## src/rtl/dma_desc_scheduler.sv

```systemverilog
// Descriptor-queue controller: CPU-staged src/dst/len triplets are queued in a FIFO
// and issued one at a time to the DMA engine over a level enable/done handshake.
module dma_desc_scheduler #(
  parameter int DEPTH = 4
) (
  input  logic        clk,
  input  logic        rst,
  input  logic        cfg_wen,
  input  logic [2:0]  cfg_waddr,
  input  logic [31:0] cfg_wdata,
  input  logic [2:0]  cfg_raddr,
  output logic [31:0] cfg_rdata,
  output logic        dma_en,
  output logic [31:0] dma_src,
  output logic [31:0] dma_dst,
  output logic [31:0] dma_len,
  input  logic        dma_done,
  output logic        irq
);

  localparam int AW = (DEPTH > 1) ? $clog2(DEPTH) : 1;
  localparam int CW = AW + 1;
  localparam logic [CW-1:0] FULL_CNT = CW'(DEPTH);

  typedef enum logic [2:0] {
    ST_IDLE  = 3'd0,
    ST_LOAD  = 3'd1,
    ST_RUN   = 3'd2,
    ST_DRAIN = 3'd3,
    ST_GAP   = 3'd4
  } state_t;

  state_t        state_r, state_s;
  logic [31:0]   src_stage_r, dst_stage_r, len_stage_r;
  logic          run_en_r, irq_en_r, ovf_r, err_r;
  logic [31:0]   done_cnt_r;
  logic [31:0]   fifo_src_r [DEPTH];
  logic [31:0]   fifo_dst_r [DEPTH];
  logic [31:0]   fifo_len_r [DEPTH];
  logic [AW-1:0] wr_ptr_r, rd_ptr_r;
  logic [CW-1:0] count_r;

  logic          push_req_s, clr_wr_s, full_s, empty_s, pop_s, len_zero_s;
  logic          push_ok_s, ovf_set_s, err_set_s, finish_s, busy_s;
  logic [7:0]    count8_s;
  logic [31:0]   status_s;

  assign push_req_s = cfg_wen && (cfg_waddr == 3'd3);
  assign clr_wr_s   = cfg_wen && (cfg_waddr == 3'd4);
  assign full_s     = (count_r == FULL_CNT);
  assign empty_s    = (count_r == {CW{1'b0}});
  assign pop_s      = (state_r == ST_LOAD);
  assign len_zero_s = (len_stage_r == 32'd0);
  // A full FIFO still accepts a push on the LOAD cycle since the head leaves that edge.
  assign push_ok_s  = push_req_s && !len_zero_s && (!full_s || pop_s);
  assign ovf_set_s  = push_req_s && !len_zero_s && full_s && !pop_s;
  assign err_set_s  = push_req_s && len_zero_s;
  assign finish_s   = (state_r == ST_RUN) && dma_done;
  assign busy_s     = (state_r != ST_IDLE);
  assign count8_s   = 8'(count_r);
  assign status_s   = {16'd0, count8_s, 3'd0, err_r, ovf_r, busy_s, full_s, empty_s};

  // Staging and control register writes.
  always_ff @(posedge clk or negedge rst) begin
    if (!rst) begin
      src_stage_r <= 32'd0;
      dst_stage_r <= 32'd0;
      len_stage_r <= 32'd0;
      run_en_r    <= 1'b0;
      irq_en_r    <= 1'b0;
    end else if (cfg_wen) begin
      case (cfg_waddr)
        3'd0: src_stage_r <= cfg_wdata;
        3'd1: dst_stage_r <= cfg_wdata;
        3'd2: len_stage_r <= cfg_wdata;
        3'd5: begin
          run_en_r <= cfg_wdata[0];
          irq_en_r <= cfg_wdata[1];
        end
        default: ;
      endcase
    end
  end

  // Descriptor FIFO storage and write pointer.
  always_ff @(posedge clk or negedge rst) begin
    if (!rst) begin
      for (int i = 0; i < DEPTH; i++) begin
        fifo_src_r[i] <= 32'd0;
        fifo_dst_r[i] <= 32'd0;
        fifo_len_r[i] <= 32'd0;
      end
      wr_ptr_r <= {AW{1'b0}};
    end else if (push_ok_s) begin
      fifo_src_r[wr_ptr_r] <= src_stage_r;
      fifo_dst_r[wr_ptr_r] <= dst_stage_r;
      fifo_len_r[wr_ptr_r] <= len_stage_r;
      wr_ptr_r             <= wr_ptr_r + {{(AW-1){1'b0}}, 1'b1};
    end
  end

  // Read pointer and occupancy.
  always_ff @(posedge clk or negedge rst) begin
    if (!rst) begin
      rd_ptr_r <= {AW{1'b0}};
      count_r  <= {CW{1'b0}};
    end else begin
      if (pop_s) begin
        rd_ptr_r <= rd_ptr_r + {{(AW-1){1'b0}}, 1'b1};
      end
      case ({push_ok_s, pop_s})
        2'b10:   count_r <= count_r + {{(CW-1){1'b0}}, 1'b1};
        2'b01:   count_r <= count_r - {{(CW-1){1'b0}}, 1'b1};
        default: count_r <= count_r;
      endcase
    end
  end

  // Issue FSM state register.
  always_ff @(posedge clk or negedge rst) begin
    if (!rst) begin
      state_r <= ST_IDLE;
    end else begin
      state_r <= state_s;
    end
  end

  // Issue FSM next-state logic.
  always_comb begin
    state_s = state_r;
    case (state_r)
      ST_IDLE: begin
        if (run_en_r && !empty_s) state_s = ST_LOAD;
        else                      state_s = ST_IDLE;
      end
      ST_LOAD: state_s = ST_RUN;
      ST_RUN: begin
        if (dma_done) state_s = ST_DRAIN;
        else          state_s = ST_RUN;
      end
      ST_DRAIN: begin
        if (!dma_done) state_s = ST_GAP;
        else           state_s = ST_DRAIN;
      end
      ST_GAP:  state_s = ST_IDLE;
      default: state_s = ST_IDLE;
    endcase
  end

  // Engine-facing outputs: loaded from the FIFO head on LOAD, held until completion.
  always_ff @(posedge clk or negedge rst) begin
    if (!rst) begin
      dma_en  <= 1'b0;
      dma_src <= 32'd0;
      dma_dst <= 32'd0;
      dma_len <= 32'd0;
    end else if (pop_s) begin
      dma_en  <= 1'b1;
      dma_src <= fifo_src_r[rd_ptr_r];
      dma_dst <= fifo_dst_r[rd_ptr_r];
      dma_len <= fifo_len_r[rd_ptr_r];
    end else if (finish_s) begin
      dma_en  <= 1'b0;
    end
  end

  // Completion counter and sticky flags; a set in the same cycle as a clear wins.
  always_ff @(posedge clk or negedge rst) begin
    if (!rst) begin
      done_cnt_r <= 32'd0;
      irq        <= 1'b0;
      ovf_r      <= 1'b0;
      err_r      <= 1'b0;
    end else begin
      if (finish_s) done_cnt_r <= done_cnt_r + 32'd1;

      if (finish_s && irq_en_r)          irq <= 1'b1;
      else if (clr_wr_s && cfg_wdata[0]) irq <= 1'b0;

      if (ovf_set_s)                     ovf_r <= 1'b1;
      else if (clr_wr_s && cfg_wdata[1]) ovf_r <= 1'b0;

      if (err_set_s)                     err_r <= 1'b1;
      else if (clr_wr_s && cfg_wdata[2]) err_r <= 1'b0;
    end
  end

  // Register read mux.
  always_comb begin
    cfg_rdata = 32'd0;
    case (cfg_raddr)
      3'd0:    cfg_rdata = src_stage_r;
      3'd1:    cfg_rdata = dst_stage_r;
      3'd2:    cfg_rdata = len_stage_r;
      3'd5:    cfg_rdata = {30'd0, irq_en_r, run_en_r};
      3'd6:    cfg_rdata = status_s;
      3'd7:    cfg_rdata = done_cnt_r;
      default: cfg_rdata = 32'd0;
    endcase
  end

endmodule

```

## config.mk

```make
export PLATFORM = sky130hd
export DESIGN_NAME = dma_desc_scheduler
export DESIGN_NICKNAME = d
export VERILOG_FILES = /design/src/rtl/dma_desc_scheduler.sv
export SDC_FILE = /design/constraint.sdc
export NUM_CORES = 1
export LEC_CHECK = 0
export ABC_AREA = 0
export BUFFER_PORTS_ARGS = -buffer_cell sky130_fd_sc_hd__buf_2
export CORE_MARGIN = 5
export CORE_UTILIZATION = 55
export CTS_CLUSTER_DIAMETER = 150
export DETAILED_ROUTE_END_ITERATION = 10
export GPL_TIMING_DRIVEN = 0
export PLACE_DENSITY = 0.82
export SYNTH_ARGS = -nofsm -noshare
export SYNTH_HDL_FRONTEND = slang
export SYNTH_SLANG_ARGS = --single-unit
```

## constraint.sdc

```tcl
create_clock -name clk -period 3.05 [get_ports clk]
set_clock_uncertainty 0.15 [all_clocks]
set_input_delay 0.4575 -clock clk [delete_from_list [all_inputs] [get_ports clk]]
set_output_delay 0.4575 -clock clk [all_outputs]
set_load 0.02 [all_outputs]
```

==> reports/metrics.yaml <==
placement:
  gp_congestion: 0.9063
  hpwl_um: 46980
  port_buffers: 171
power_and_ir_drop:
  p_per_area_mw_per_mm2: 926.0
  switchingPower_mw: 9.056
  power_mw: 29.09
  p_clk_frac: 0.261
  ir_drop_uv: 487.9
  p_comb_frac: 0.289
  power.static_leakage_nw: 15.56
  swShare: 0.3113
  p_seq_frac: 0.450
  intPower_mw: 20.04
grt:
  grt_pass1_wl_um: 108700
  grt_usage: 0.2614
  antenna_found_initial: 3
  grt_pass1_vias: 18449
  overflow: 0
  grt_max_degree: 137
drt:
  dr_wl_met3_um: 4907
  top_layer: "met5"
  drt_iter0_markers: 1237
  vias: 16878
  vias_per_cell: 5.928
  wl_met1_um: 28230
  routedWlPerCell_um: 24.50
  route.met2.wl_um: 33850
  ant_nets: 0
  drcViolationCount: 0
  wl_um: 69760
  dr.pass1.iters: 5
worst_hold_path:
  worstHoldPathType: "in -> reg"
clock_tree:
  clock_path_buffers: 3
  clk_pin_slew_ns: 0.06
  cts.sink_count: 624
  numCtsBuffers: 60
  htreeDepth: 2
  clockRootBuffer: "clkbuf_16"
  cts_tree: "done"
  clock_latency_ns: 0.63
sta:
  slew_viol_final: 0
  finalHoldViolCount: 0
  worst_pin_slew_ns: 1.268
  hold_ws_ns: 0.03679
  relSlewSlack: 0.1530
  finalSetupViolations: 0
  max_freq_mhz: 333.6
  period_needed_ns: 2.997
  finalCritPeriodShare: 0.9828
final_layout:
  multiInputGateArea_mm2: 0.01088
  syn2layout_area_growth_pct: 15.59
  nNetsFinal: 2185
  layout-drive-gt1-share: 0.4248
  regArea_mm2: 0.01562
  n_fill_cell: 3472
setup_path:
  crit_path_start_kind: "input pin"
  required_ns: 2.44
  critPathMaxFanout: 10
  crit_type: "in -> out"
  cp.arrival_ns: 2.39
  end_kind: "output port"
floorplanning:
  core-area_mm2: 0.04895
  dieWidth_um: 232.3
  start_util: 0.5553
  num_rows: 81
  ioPinCount: 172
  dieArea_mm2: 0.05397
  die_h_um: 232.3
yosys:
  synth_top_family_by_area: "multiplexers"
  synth_edf_count: 0
  ys_warn_count: 0
  synth-adder-area-share: 0.003038
  synth-async-reset-ratio: 1.000
  syn_area_mm2: 0.02718
  synth-compound-area-share: 0.02596
  yosys.area_share.simple: 0.06522
  netlist_instances: 1869
  synth-seq-cells: 624
  synthMuxAreaShare: 0.2940
  synthFlopType: "dfrtp_1"
  avgSynthCellArea_um2: 14.54
  synth.distinct_cells: 47
  ys_seq_area_frac: 0.5745
  syn_nets: 1917
  synth-xor-area-share: 0.01096
run_status:
  status: "complete, no violations"
run:
  cap_violations: 0
## placed cells by master, fill, tap and decap left out, types with 6 or more instances in the layout
| master | Yosys | routed |
|---|---|---|
| xnor2_1 | 27 | 27 |
| clkbuf_2 | 0 | 11 |
| nand4_1 | 7 | 7 |
| xor2_1 | 7 | 7 |
| dfrtp_1 | 624 | 624 |
| a22o_1 | 26 | 26 |
| and2_1 | 6 | 6 |
| a221o_1 | 27 | 27 |
| buf_1 | 9 | 9 |
| nor4_1 | 11 | 8 |
| and3_1 | 10 | 10 |
| buf_2 | 22 | 192 |
| buf_4 | 20 | 20 |
| mux4_2 | 96 | 96 |
| buf_12 | 10 | 10 |
| a21oi_1 | 10 | 10 |
| mux2_2 | 404 | 404 |
| clkbuf_8 | 0 | 16 |
| clkinv_2 | 0 | 10 |
| mux2_4 | 80 | 80 |
| nand3_1 | 15 | 15 |
| mux2i_1 | 8 | 8 |
| dlygate4sd3_1 | 0 | 30 |
| nor2_1 | 19 | 19 |
| o21ai_0 | 7 | 7 |
| clkbuf_16 | 0 | 62 |
| nand2_1 | 322 | 322 |
| clkbuf_1 | 51 | 49 |
## power groups by stage
stage | Combinational (mW) | Sequential [mW] | Clock [mW]
after floorplan | 5.92 | 12.8 | 0
after global placement | 7.95 | 12.9 | 0
after detailed placement | 8.32 | 13.1 | 0
after CTS | 8.44 | 13.0 | 7.67
after global routing | 9.08 | 13.4 | 8.00
final | 8.40 | 13.1 | 7.59
## sequential cells by signal (all words and copies together) (netlist names)
name and count:
fifo_dst_r 128, fifo_len_r 128, fifo_src_r 128, dma_dst 32
dma_len 32, dma_src 32, done_cnt_r 32, dst_stage_r 32
len_stage_r 32, src_stage_r 32, count_r 3, state_r 3
rd_ptr_r 2, wr_ptr_r 2, dma_en 1, err_r 1
irq 1, irq_en_r 1, ovf_r 1, run_en_r 1
## worst max-delay path, stage by stage
cell and delay, ns:
buf_2 0.14, buf_1 0.27, nor3_4 0.60, clkbuf_2 0.42, a221o_1 0.30, buf_2 0.20
## Yosys cell counts (5+ instances only)
cell      number  area share
nand4_1        7      0.0016
a221o_1       27      0.0099
nand3_1       15      0.0028
a21oi_1       10      0.0018
ha_1           5      0.0023
xor2_1         7      0.0023
dfrtp_1      624        0.57
clkbuf_1      51      0.0070
nand2_1      322       0.044
buf_2         22      0.0041
and3_1        10      0.0023
nor2_1        19      0.0026
xnor2_1       27      0.0087
inv_1          5     0.00069
and2_1         6      0.0014
buf_12        10      0.0074
mux2i_1        8      0.0029
buf_4         20      0.0055
buf_1          9      0.0012
mux4_2        96       0.080
a22o_1        26      0.0084
mux2_2       404        0.17
nor4_1        11      0.0025
o21ai_0        7      0.0013
mux2_4        80       0.044
## layer usage
layer | GRT usage | up-vias
met1 | 0.3444 | 8895
li1 | - | 7268
met3 | 0.06750 | 158
met2 | 0.4245 | 551
met4 | 0.09657 | 6
met5 | 0 | -
## layout make-up
type / count / area share
clock inverter: 19 / 0.007646
sequential: 624 / 0.4970
timing repair buffer: 208 / 0.04309
inverter: 5 / 0.0005973
clock buffer: 88 / 0.05623
buffer: 111 / 0.02258
tap: 664 / 0.02644
multi-input combinational: 1127 / 0.3463
antenna: 1 / 0.00007965
## per-stage QoR
step | TNS, ns | util | instance area [µm²] | std cells | setup WS (ns)
final | 0 | 0.6418 | 31420 | 2847 | 0.05253
after floorplan | 0 | - | 27180 | 1869 | 0.5801
after global placement | -6649.67 | 0.5898 | 28870 | 2704 | -10.71
after global routing | -0.001009 | 0.6418 | 31420 | 2846 | -0.001009
after detailed placement | -6.273 | 0.5929 | 29020 | 2709 | -0.2854
after CTS | 0 | 0.6405 | 31350 | 2845 | 0.02836
## path summary, 6_finish.rpt
path	slack, ns	cells past startpoint	to	startpoint
worst min register to register	0.32	2	dma_src[14]$_DFFE_PN0N_	dma_src[14]$_DFFE_PN0N_
max in group asynchronous	0.50	6	src_stage_r[18]$_DFFE_PN0P_	rst
worst max register to register	0.08	7	fifo_src_r[61]$_DFFE_PN0P_	len_stage_r[27]$_DFFE_PN0P_
worst max-delay path	0.05	6	cfg_rdata[22]	cfg_raddr[1]
min in group asynchronous	0.19	2	dma_src[9]$_DFFE_PN0N_	rst
worst min-delay path	0.04	2	len_stage_r[11]$_DFFE_PN0P_	cfg_wdata[11]
## kinds of logic (layout without fill, tap and decap cells)
logic type | Yosys count | after routing
fa+ha+maj | 6 | 6
compound gates | 86 | 86
other cells | 0 | 1
xor+xnor | 34 | 34
mux | 588 | 588
simple gates | 413 | 413
flops | 624 | 624
buf+inv | 118 | 431
## what timing repair did
action / in CTS / in global routing
hold endpoints to repair: 131 / 0
endpoints found under the setup margin: 70 / 213
hold buffers: 30 / 0
buffers inserted: 0 / 0
cloned: 0 / 2
resized for setup: 11 / 10
Note: power is estimated with default switching activity, not from simulation.
